## src/rtl/inst_fetch_queue.sv

```systemverilog
// -----------------------------------------------------------------------------
// inst_fetch_queue
//
// Fetch stage in front of the IF/ID register. It owns the fetch PC, issues one
// instruction-memory request at a time (req/ack handshake, variable latency),
// buffers returned instructions together with their PCs in a small FIFO and
// presents the head entry to decode under a valid/ready handshake. A redirect
// from decode (taken branch, JMP, RET) flushes the queue and restarts fetching
// at the new PC. A request that is already in flight when a redirect arrives
// is completed on the memory side (req/addr held) and its data is discarded.
//
// Parameters
//   DEPTH     FIFO entries (power of two, >= 2)
//   PC_W      fetch address width
//   INST_W    instruction width
//   RESET_PC  first fetch address after reset
//
// Ports
//   clk             clock, all state changes on the rising edge
//   reset           synchronous, active-high
//   redirect_valid  restart fetch at redirect_pc this cycle
//   redirect_pc     new fetch address
//   imem_req        fetch request, held high until imem_ack
//   imem_addr       fetch address, stable while imem_req is high
//   imem_ack        memory response, imem_data valid this cycle
//   imem_data       fetched instruction
//   inst_valid      head-of-queue instruction valid
//   inst_ready      decode accepts the head instruction
//   inst            head instruction
//   inst_pc         PC of the head instruction
//   q_count         number of entries held
//
// Optional feature (macro IFQ_PERF_CNT_EN):
//   empty_stall_cnt  cycles with inst_ready=1 and inst_valid=0 (saturating)
//   redirect_cnt     accepted redirects (saturating)
//   Without the macro these ports and counters do not exist; the fetch
//   behaviour is the same either way.
// -----------------------------------------------------------------------------
module inst_fetch_queue #(
    parameter int              DEPTH    = 4,
    parameter int              PC_W     = 12,
    parameter int              INST_W   = 19,
    parameter logic [PC_W-1:0] RESET_PC = '0
) (
    input  logic                   clk,
    input  logic                   reset,
    input  logic                   redirect_valid,
    input  logic [PC_W-1:0]        redirect_pc,
    output logic                   imem_req,
    output logic [PC_W-1:0]        imem_addr,
    input  logic                   imem_ack,
    input  logic [INST_W-1:0]      imem_data,
    output logic                   inst_valid,
    input  logic                   inst_ready,
    output logic [INST_W-1:0]      inst,
    output logic [PC_W-1:0]        inst_pc,
    output logic [$clog2(DEPTH):0] q_count
`ifdef IFQ_PERF_CNT_EN
    ,
    output logic [15:0]            empty_stall_cnt,
    output logic [15:0]            redirect_cnt
`endif
);

    localparam int PTR_W = $clog2(DEPTH);
    localparam int CNT_W = PTR_W + 1;
    localparam logic [CNT_W-1:0] DEPTH_C = CNT_W'(DEPTH);

    // IDLE    : no request outstanding (queue full, or just out of reset)
    // REQ     : request for fetch_pc outstanding, response will be queued
    // DISCARD : request outstanding whose response belongs to a flushed path
    typedef enum logic [1:0] {
        IDLE    = 2'd0,
        REQ     = 2'd1,
        DISCARD = 2'd2
    } state_t;

    state_t state;
    state_t state_n;

    // fetch_pc is the next address to fetch (or the saved redirect target
    // while discarding); req_addr keeps the address of a request that has
    // been orphaned by a redirect so imem_addr stays stable until its ack.
    logic [PC_W-1:0]   fetch_pc;
    logic [PC_W-1:0]   req_addr;

    logic [INST_W-1:0] mem_inst [DEPTH];
    logic [PC_W-1:0]   mem_pc   [DEPTH];
    logic [PTR_W-1:0]  wr_ptr;
    logic [PTR_W-1:0]  rd_ptr;
    logic [PTR_W-1:0]  rd_ptr_nxt;
    logic [CNT_W-1:0]  count;

    // Registered copy of the FIFO head so inst/inst_pc hold their last value
    // when the queue drains instead of showing a stale storage slot.
    logic [INST_W-1:0] head_inst;
    logic [PC_W-1:0]   head_pc;

    logic              pop;
    logic              push;
    logic [CNT_W-1:0]  cnt_after_pop;
    logic              issue_ok;
    logic              reissue_ok;

    function automatic logic [PC_W-1:0] pc_inc(input logic [PC_W-1:0] pc);
        // Natural wrap at 2^PC_W.
        return pc + PC_W'(1);
    endfunction

    assign inst_valid = (count != '0);
    assign inst       = head_inst;
    assign inst_pc    = head_pc;
    assign q_count    = count;

    // A redirect kills the head instruction, so it cannot be consumed in the
    // same cycle, and the in-flight response is not queued either.
    assign pop  = inst_valid && inst_ready && !redirect_valid;
    assign push = (state == REQ) && imem_ack && !redirect_valid;

    assign rd_ptr_nxt    = rd_ptr + PTR_W'(1);
    assign cnt_after_pop = count - CNT_W'(pop);

    // The pop of the current cycle frees a slot in time for a new request.
    // From IDLE nothing is pending; from REQ with an ack the entry being
    // pushed plus the next request must both fit.
    assign issue_ok   = (cnt_after_pop < DEPTH_C);
    assign reissue_ok = ((cnt_after_pop + CNT_W'(1)) < DEPTH_C);

    always_ff @(posedge clk) begin
        if (reset) begin
            state <= IDLE;
        end else begin
            state <= state_n;
        end
    end

    always_comb begin
        state_n   = state;
        imem_req  = 1'b0;
        imem_addr = fetch_pc;
        case (state)
            IDLE: begin
                // A redirect empties the queue, so there is always room.
                if (redirect_valid || issue_ok) begin
                    state_n = REQ;
                end
            end
            REQ: begin
                imem_req = 1'b1;
                if (redirect_valid) begin
                    // With the ack in hand the old response is simply
                    // dropped; otherwise the request must be seen through.
                    state_n = imem_ack ? REQ : DISCARD;
                end else if (imem_ack) begin
                    state_n = reissue_ok ? REQ : IDLE;
                end
            end
            DISCARD: begin
                imem_req  = 1'b1;
                imem_addr = req_addr;
                if (imem_ack) begin
                    state_n = REQ;
                end
            end
            default: begin
                state_n = IDLE;
            end
        endcase
    end

    // Queue storage carries data only and is not reset; occupancy and the
    // head register decide what is visible.
    always_ff @(posedge clk) begin
        if (push) begin
            mem_inst[wr_ptr] <= imem_data;
            mem_pc[wr_ptr]   <= fetch_pc;
        end
    end

    always_ff @(posedge clk) begin
        if (reset) begin
            fetch_pc  <= RESET_PC;
            req_addr  <= RESET_PC;
            wr_ptr    <= '0;
            rd_ptr    <= '0;
            count     <= '0;
            head_inst <= '0;
            head_pc   <= '0;
        end else if (redirect_valid) begin
            fetch_pc <= redirect_pc;
            // Entering DISCARD: remember the address still on the bus.
            // A later redirect while discarding only replaces fetch_pc.
            if ((state == REQ) && !imem_ack) begin
                req_addr <= fetch_pc;
            end
            wr_ptr <= '0;
            rd_ptr <= '0;
            count  <= '0;
        end else begin
            if (push) begin
                wr_ptr   <= wr_ptr + PTR_W'(1);
                fetch_pc <= pc_inc(fetch_pc);
            end
            if (pop) begin
                rd_ptr <= rd_ptr_nxt;
            end
            count <= cnt_after_pop + CNT_W'(push);

            // Next head: the following stored entry if one remains after
            // the pop, otherwise the entry arriving this cycle (bypass).
            if (pop) begin
                if (count > CNT_W'(1)) begin
                    head_inst <= mem_inst[rd_ptr_nxt];
                    head_pc   <= mem_pc[rd_ptr_nxt];
                end else if (push) begin
                    head_inst <= imem_data;
                    head_pc   <= fetch_pc;
                end
            end else if (push && (count == '0)) begin
                head_inst <= imem_data;
                head_pc   <= fetch_pc;
            end
        end
    end

`ifdef IFQ_PERF_CNT_EN
    function automatic logic [15:0] sat_inc16(input logic [15:0] v);
        return (v == 16'hFFFF) ? v : v + 16'd1;
    endfunction

    always_ff @(posedge clk) begin
        if (reset) begin
            empty_stall_cnt <= '0;
            redirect_cnt    <= '0;
        end else begin
            if (inst_ready && !inst_valid) begin
                empty_stall_cnt <= sat_inc16(empty_stall_cnt);
            end
            if (redirect_valid) begin
                redirect_cnt <= sat_inc16(redirect_cnt);
            end
        end
    end
`endif

endmodule

```

## config.mk

```make
export PLATFORM = sky130hd
export DESIGN_NAME = inst_fetch_queue
export DESIGN_NICKNAME = d
export VERILOG_FILES = /design/src/rtl/inst_fetch_queue.sv
export SDC_FILE = /design/constraint.sdc
export NUM_CORES = 1
export LEC_CHECK = 0
export BUFFER_PORTS_ARGS = -buffer_cell sky130_fd_sc_hd__buf_4
export CAP_MARGIN = 10
export CORE_UTILIZATION = 58
export CTS_CLUSTER_DIAMETER = 60
export CTS_CLUSTER_SIZE = 8
export DETAILED_ROUTE_END_ITERATION = 10
export PLACE_DENSITY = 0.79
export SETUP_SLACK_MARGIN = 0.4
export SKIP_CTS_REPAIR_TIMING = 1
export SYNTH_ARGS = -nofsm -noshare
export SYNTH_HDL_FRONTEND = slang
export SYNTH_SLANG_ARGS = --single-unit
```

## constraint.sdc

```tcl
create_clock -name clk -period 3.9 [get_ports clk]
set_input_delay 0.78 -clock clk [delete_from_list [all_inputs] [get_ports clk]]
set_output_delay 0.78 -clock clk [all_outputs]
set_load 0.02 [all_outputs]
```

# --- Word-level counts from Yosys, hierarchy flattened ---
# Memories as Yosys holds them, arrays and structs flattened.
# Index checks and enable logic that the tools add are counted.
op_classes:
  add_sub_neg: 6
  magnitude_cmp: 3
  eq_ne: 6
  n_reduce_logical: 19
  n_bitwise: 1
  n_mux: 21
ops:
  columns: ["op", "n"]
  rows:
  - ["$mux 12", 7]
  - ["$mux 19", 4]
  - ["$add 12x1->12 const B", 1]
  - ["$mux 2", 5]
  - ["$logic_and 1x1->1", 6]
  - ["$lt 3x3->1 const B", 2]
  - ["$pmux 2 s3", 1]
  - ["$reduce_and 3->1", 2]
  - ["$add 2x1->2 const B", 2]
  - ["$mux 1", 4]
  - ["$ne 2x2->1 const B", 2]
  - ["$reduce_bool 2->1", 2]
  - ["$reduce_or 2->1", 2]
  - ["$add 3x1->3", 1]
  - ["$add 3x1->3 const B", 1]
  - ["$gt 3x1->1 const B", 1]
  - ["$logic_not 3->1", 1]
  - ["$ne 3x1->1 const B", 1]
  - ["$ne 3x3->1 const B", 1]
  - ["$reduce_bool 3->1", 1]
  - ["$sub 3x1->3", 1]
  - ["$eq 2x1->1 const B", 1]
  - ["$eq 2x2->1 const B", 1]
  - ["$logic_not 1->1", 2]
  - ["other kinds (4)", 4]
word_totals:
  reg_bits: 64
  ramBits: 124
  mem_count: 2
  out_inout_bits: 48
memory_table:
  columns: ["name", "words", "width", "rd", "rd_clocked_by_memory_dff", "write_ports", "line_no", "source"]
  rows:
  - ["mem_inst", 4, 19, 1, 0, 1, "87", "logic [INST_W-1:0] mem_inst [DEPTH];"]
  - ["mem_pc", 4, 12, 1, 0, 1, "88", "logic [PC_W-1:0] mem_pc [DEPTH];"]

# --- Logic depth before layout (Yosys ltp) ---
logic_depth:
  depth_word: 10
  depth_mapped: 11

# --- Least setup slack after synthesis ---
# Ideal clock, no wire load.
synth_timing:
  path_type: "input to register"
  startpoint: "input redirect_valid"
  endpoint: "register state[0]"
  required_time_ns: 3.808
  setup_time_ns: 0.092
  n_path_buf: 3
  path_stages: 11
  slack_ns: 0.938
  arrival_ns: 2.869
  path_cell_list: "clkbuf_1 -> nor2b_1 -> clkbuf_1 -> clkbuf_1 -> and2_1 -> ha_1 -> ha_1 -> xor2_1 -> and3_1 -> or4_1 -> o32ai_1"
synth_between:
  elab_chain_cells: 9
  elab_cells_between_ends: 14
  classes_between: "2 x add/sub; 2 x order compare; 2 x eq/ne; 4 x mux; 4 x reduce/logical"
synth_rtl:
  columns: ["element", "line_no", "source"]
  rows:
  - ["from (decl)", "47", "input logic redirect_valid,"]
  - ["$logic_not 1->1", "117", "assign pop = inst_valid && inst_ready && !redirect_valid;"]
  - ["$logic_and 1x1->1", "117", null]
  - ["$sub 3x1->3", "121", "assign cnt_after_pop = count - CNT_W'(pop);"]
  - ["$add 3x1->3", "127", "assign reissue_ok = ((cnt_after_pop + CNT_W'(1)) < DEPTH_C);"]
  - ["$lt 3x3->1", "127", null]
  - ["$mux 1", "155", "state_n = reissue_ok ? REQ : IDLE;"]
  - ["$mux 2", "154", "end else if (imem_ack) begin"]
  - ["$mux 2", "150", "if (redirect_valid) begin"]
  - ["$pmux 2 s3", "141", "case (state)"]
  - ["to (signal assigned)", "133", "state <= state_n;"]
  - ["to (decl)", "78", "state_t state;"]
# Several ways; a longest one is shown, not always the timed one. The select of a mux whose other input is x is not followed.
# A chain may end at the register's enable or synchronous reset.

# --- Final worst setup path ---
layout_timing:
  startpoint: "register state[0]"
  endpoint: "output imem_addr[11]"
layout_between:
  elab_chain_cells: 2
layout_rtl:
  columns: ["element", "line_no", "source"]
  rows:
  - ["$eq 2x2->1", "141", null]
  - ["$mux 12", "141", null]
  - ["to (decl)", "50", "output logic [PC_W-1:0] imem_addr,"]
# Every way passes these cells.

==> reports/metrics.yaml <==
drtPass1Iterations: 5
critical_path_class: "register to output pin"
fin_crit_ns: 2.85
grt_pass1_vias: 4800
fin_skew_ns: 0.00801
hold_ws_ns: 0.458
r2r_cells: 7
die_h_um: 117
hold_class: "register to register"
async_flop_share_pct: 0
finalWorstSetupSlack_ns: 1.05
r2r_start: "state[1]"
remaining_drc_errors: 0
detail-route-antenna-nets: 0
path_max_fanout: 17
worst_ep_required_time_ns: 3.12
path_clk_slew_ns: 0.06
core_area_mm2: 0.0128
layout.nets: 687
stdcell_count: 823
drt_iter0_drc: 422
yosysWarnings: 0
cap_violations: 0
cts_buffer_depth: 2
post-route-util_pct: 70.3
place_inst: 791
cts_tree: "done"
wirelength_um: 16000
syn_inst: 569
grt_overflow: 0
insertion_delay_ns: 0.43
gp_congestion: 0.851
via_count: 4884
synth.yosys.seq_area_share_pct: 65.1
min_from: "req_addr[1]"
dp_slack_ns: 1.31
rsz0062_at_grt: "false"
die-area_mm2: 0.0137
finalCritPeriodShare_pct: 73.1
drive_gt1_share_pct: 25.3
p_leak_nw: 3.12
dp_hpwl_um: 9450
syn-cell-area_mm2: 0.00769
synth_nets: 618
chipWidth_um: 117
arrival_ns: 2.07
clock_sinks: 188
antenna_cells: 0
worstMarginPinSlew_ns: 1.08
avgSynthCellArea_um2: 13.5
r2r_slack_ns: 1.43
clock.fmax_ghz: 0.351
slew_headroom_pct: 28.2
routedWlPerCell_um: 19.4
r2r-end: "inst_pc[1]"
cts_root_buf: "clkbuf_16"
grt_antenna_before_repair: 0
via_per_inst: 5.93
yosys_register_bits: 188
crit_path_start_kind: "register"
power.density_mw_per_mm2: 470
cp-end-kind: "output pin"
port-buffer-count: 83
cts_max_level: 4
slew_viol_final: 0
grt_pass1_wl_um: 25000
grt_max_degree: 63
report.final.hold_viol_count: 0
ir_worst_vdd_mv: 0.330
setup_viol: 0
cp-startpoint: "state[0]"
row_count: 41
ys_types: 35
track_usage_pct: 25.3
worstSetupEndpoint: "imem_addr[11]"
finalSetupTns_ns: 0
status: "finished, final reports clean"
num-fill-cells: 871
synth_edf_count: 124
synthFlopType: "edfxtp_1"
cts_buffers: 17
synthToLayoutAreaGrowth_pct: 16.8
start_util_pct: 60.2
pin_count: 84
## worst min-delay path by stage
stage	endpoint	slack, ns	cells after the start
finish	req_addr[1]	0.46	2
global route	req_addr[10]	0.48	2
floorplan	req_addr[0]	0.43	2
global placement	req_addr[11]	0.44	2
CTS	req_addr[1]	0.46	2
detailed placement	req_addr[1]	0.45	2
## registers in the layout, indices dropped and copies added (netlist names)
| signal | count |
|---|---|
| mem_pc | 48 |
| inst | 19 |
| fetch_pc | 12 |
| inst_pc | 12 |
| wr_ptr | 2 |
| req_addr | 12 |
| state | 2 |
| mem_inst | 76 |
| rd_ptr | 2 |
| q_count | 3 |
## per-stage QoR
step                      area (um^2)  power [mW]
after floorplan                  7690        2.45
after global placement           8410        2.57
after detailed placement         8410        2.59
after CTS                        8980        4.24
after global routing             8980        4.36
final                            8980        4.22
## power by group
part | internal, mW | switching [mW]
combinational | 0.129 | 0.189
sequential | 2.18 | 0.0508
clock | 0.991 | 0.681
total | 3.30 | 0.921
## cell usage in the layout (no fill, tap or decap), types with 2 or more instances in the layout
cell type,netlist,routed
edfxtp_1,124,124
buf_4,0,94
nand2_1,71,71
dfxtp_1,64,63
nor2_1,51,51
nand3_1,37,37
a311oi_1,33,33
mux4_2,31,31
a21oi_1,18,18
clkbuf_16,0,17
inv_1,14,14
ha_1,13,13
mux2_2,10,10
xnor2_1,10,10
o21ai_0,6,6
a211oi_1,6,6
clkinv_1,0,6
and3_1,5,5
xor2_1,5,5
nand4_1,4,4
or3_1,3,3
or2_2,3,3
nor3_1,3,3
bufinv_16,0,3
clkbuf_1,31,3
clkinv_2,0,3
and2_1,2,2
nor4_1,2,2
## area by class of cell
class	count	area, um^2	share of cell area (%)
clock buffer	20	437	4.86
clock inverter	12	128	1.42
inverter	14	52.6	0.585
multi-input combinational	323	2430	27.1
sequential	188	5010	55.8
tap	172	215	2.40
timing repair buffer	94	706	7.86
## cells by family after synthesis
family                   after synthesis  share of synthesized area [%]
multiplexers                          41                           10.5
AND/OR/NAND/NOR                      185                           10.5
XOR/XNOR                              15                           1.71
AO/OA/AOI/OAI                         69                           6.79
flip-flops                           188                           65.1
adder cells (fa/ha/maj)               13                           2.12
buffers and inverters                 58                           3.24
## metal layers
| metal | part of all wire [%] | GRT usage [%] | routed length, um |
|---|---|---|---|
| met5 | 0 | 0 | 0 |
| met4 | 1.4 | 9.11 | 218 |
| met3 | 5.2 | 5.30 | 840 |
| met2 | 50 | 41.6 | 7930 |
| met1 | 44 | 33.6 | 7010 |
## cells in the mapped netlist, types with 2 or more instances
| cell type | instances | area share [%] |
|---|---|---|
| buf_1 | 3 | 0.15 |
| xor2_1 | 5 | 0.57 |
| nor2b_1 | 2 | 0.16 |
| mux4_2 | 31 | 9.1 |
| mux2_2 | 10 | 1.5 |
| nand3_1 | 37 | 2.4 |
| nand4_1 | 4 | 0.33 |
| inv_1 | 14 | 0.68 |
| buf_2 | 7 | 0.46 |
| nand2_1 | 71 | 3.5 |
| and3_1 | 5 | 0.41 |
| nor2_1 | 51 | 2.5 |
| or3_1 | 3 | 0.24 |
| nor3_1 | 3 | 0.20 |
| nor4_1 | 2 | 0.16 |
| edfxtp_1 | 124 | 48 |
| buf_6 | 3 | 0.44 |
| clkbuf_1 | 31 | 1.5 |
| ha_1 | 13 | 2.1 |
| dfxtp_1 | 64 | 17 |
| or2_2 | 3 | 0.24 |
| a211oi_1 | 6 | 0.59 |
| xnor2_1 | 10 | 1.1 |
| and2_1 | 2 | 0.16 |
| a311oi_1 | 33 | 3.8 |
| a21oi_1 | 18 | 1.2 |
| o21ai_0 | 6 | 0.39 |
## worst max-delay path, cell delays in order, from the launching register on
cell and delay (ns):
dfxtp_1 0.33, inv_1 0.12, ha_1 0.61, mux2_2 0.43
buf_4 0.16
(Power assumes the default switching activity.)
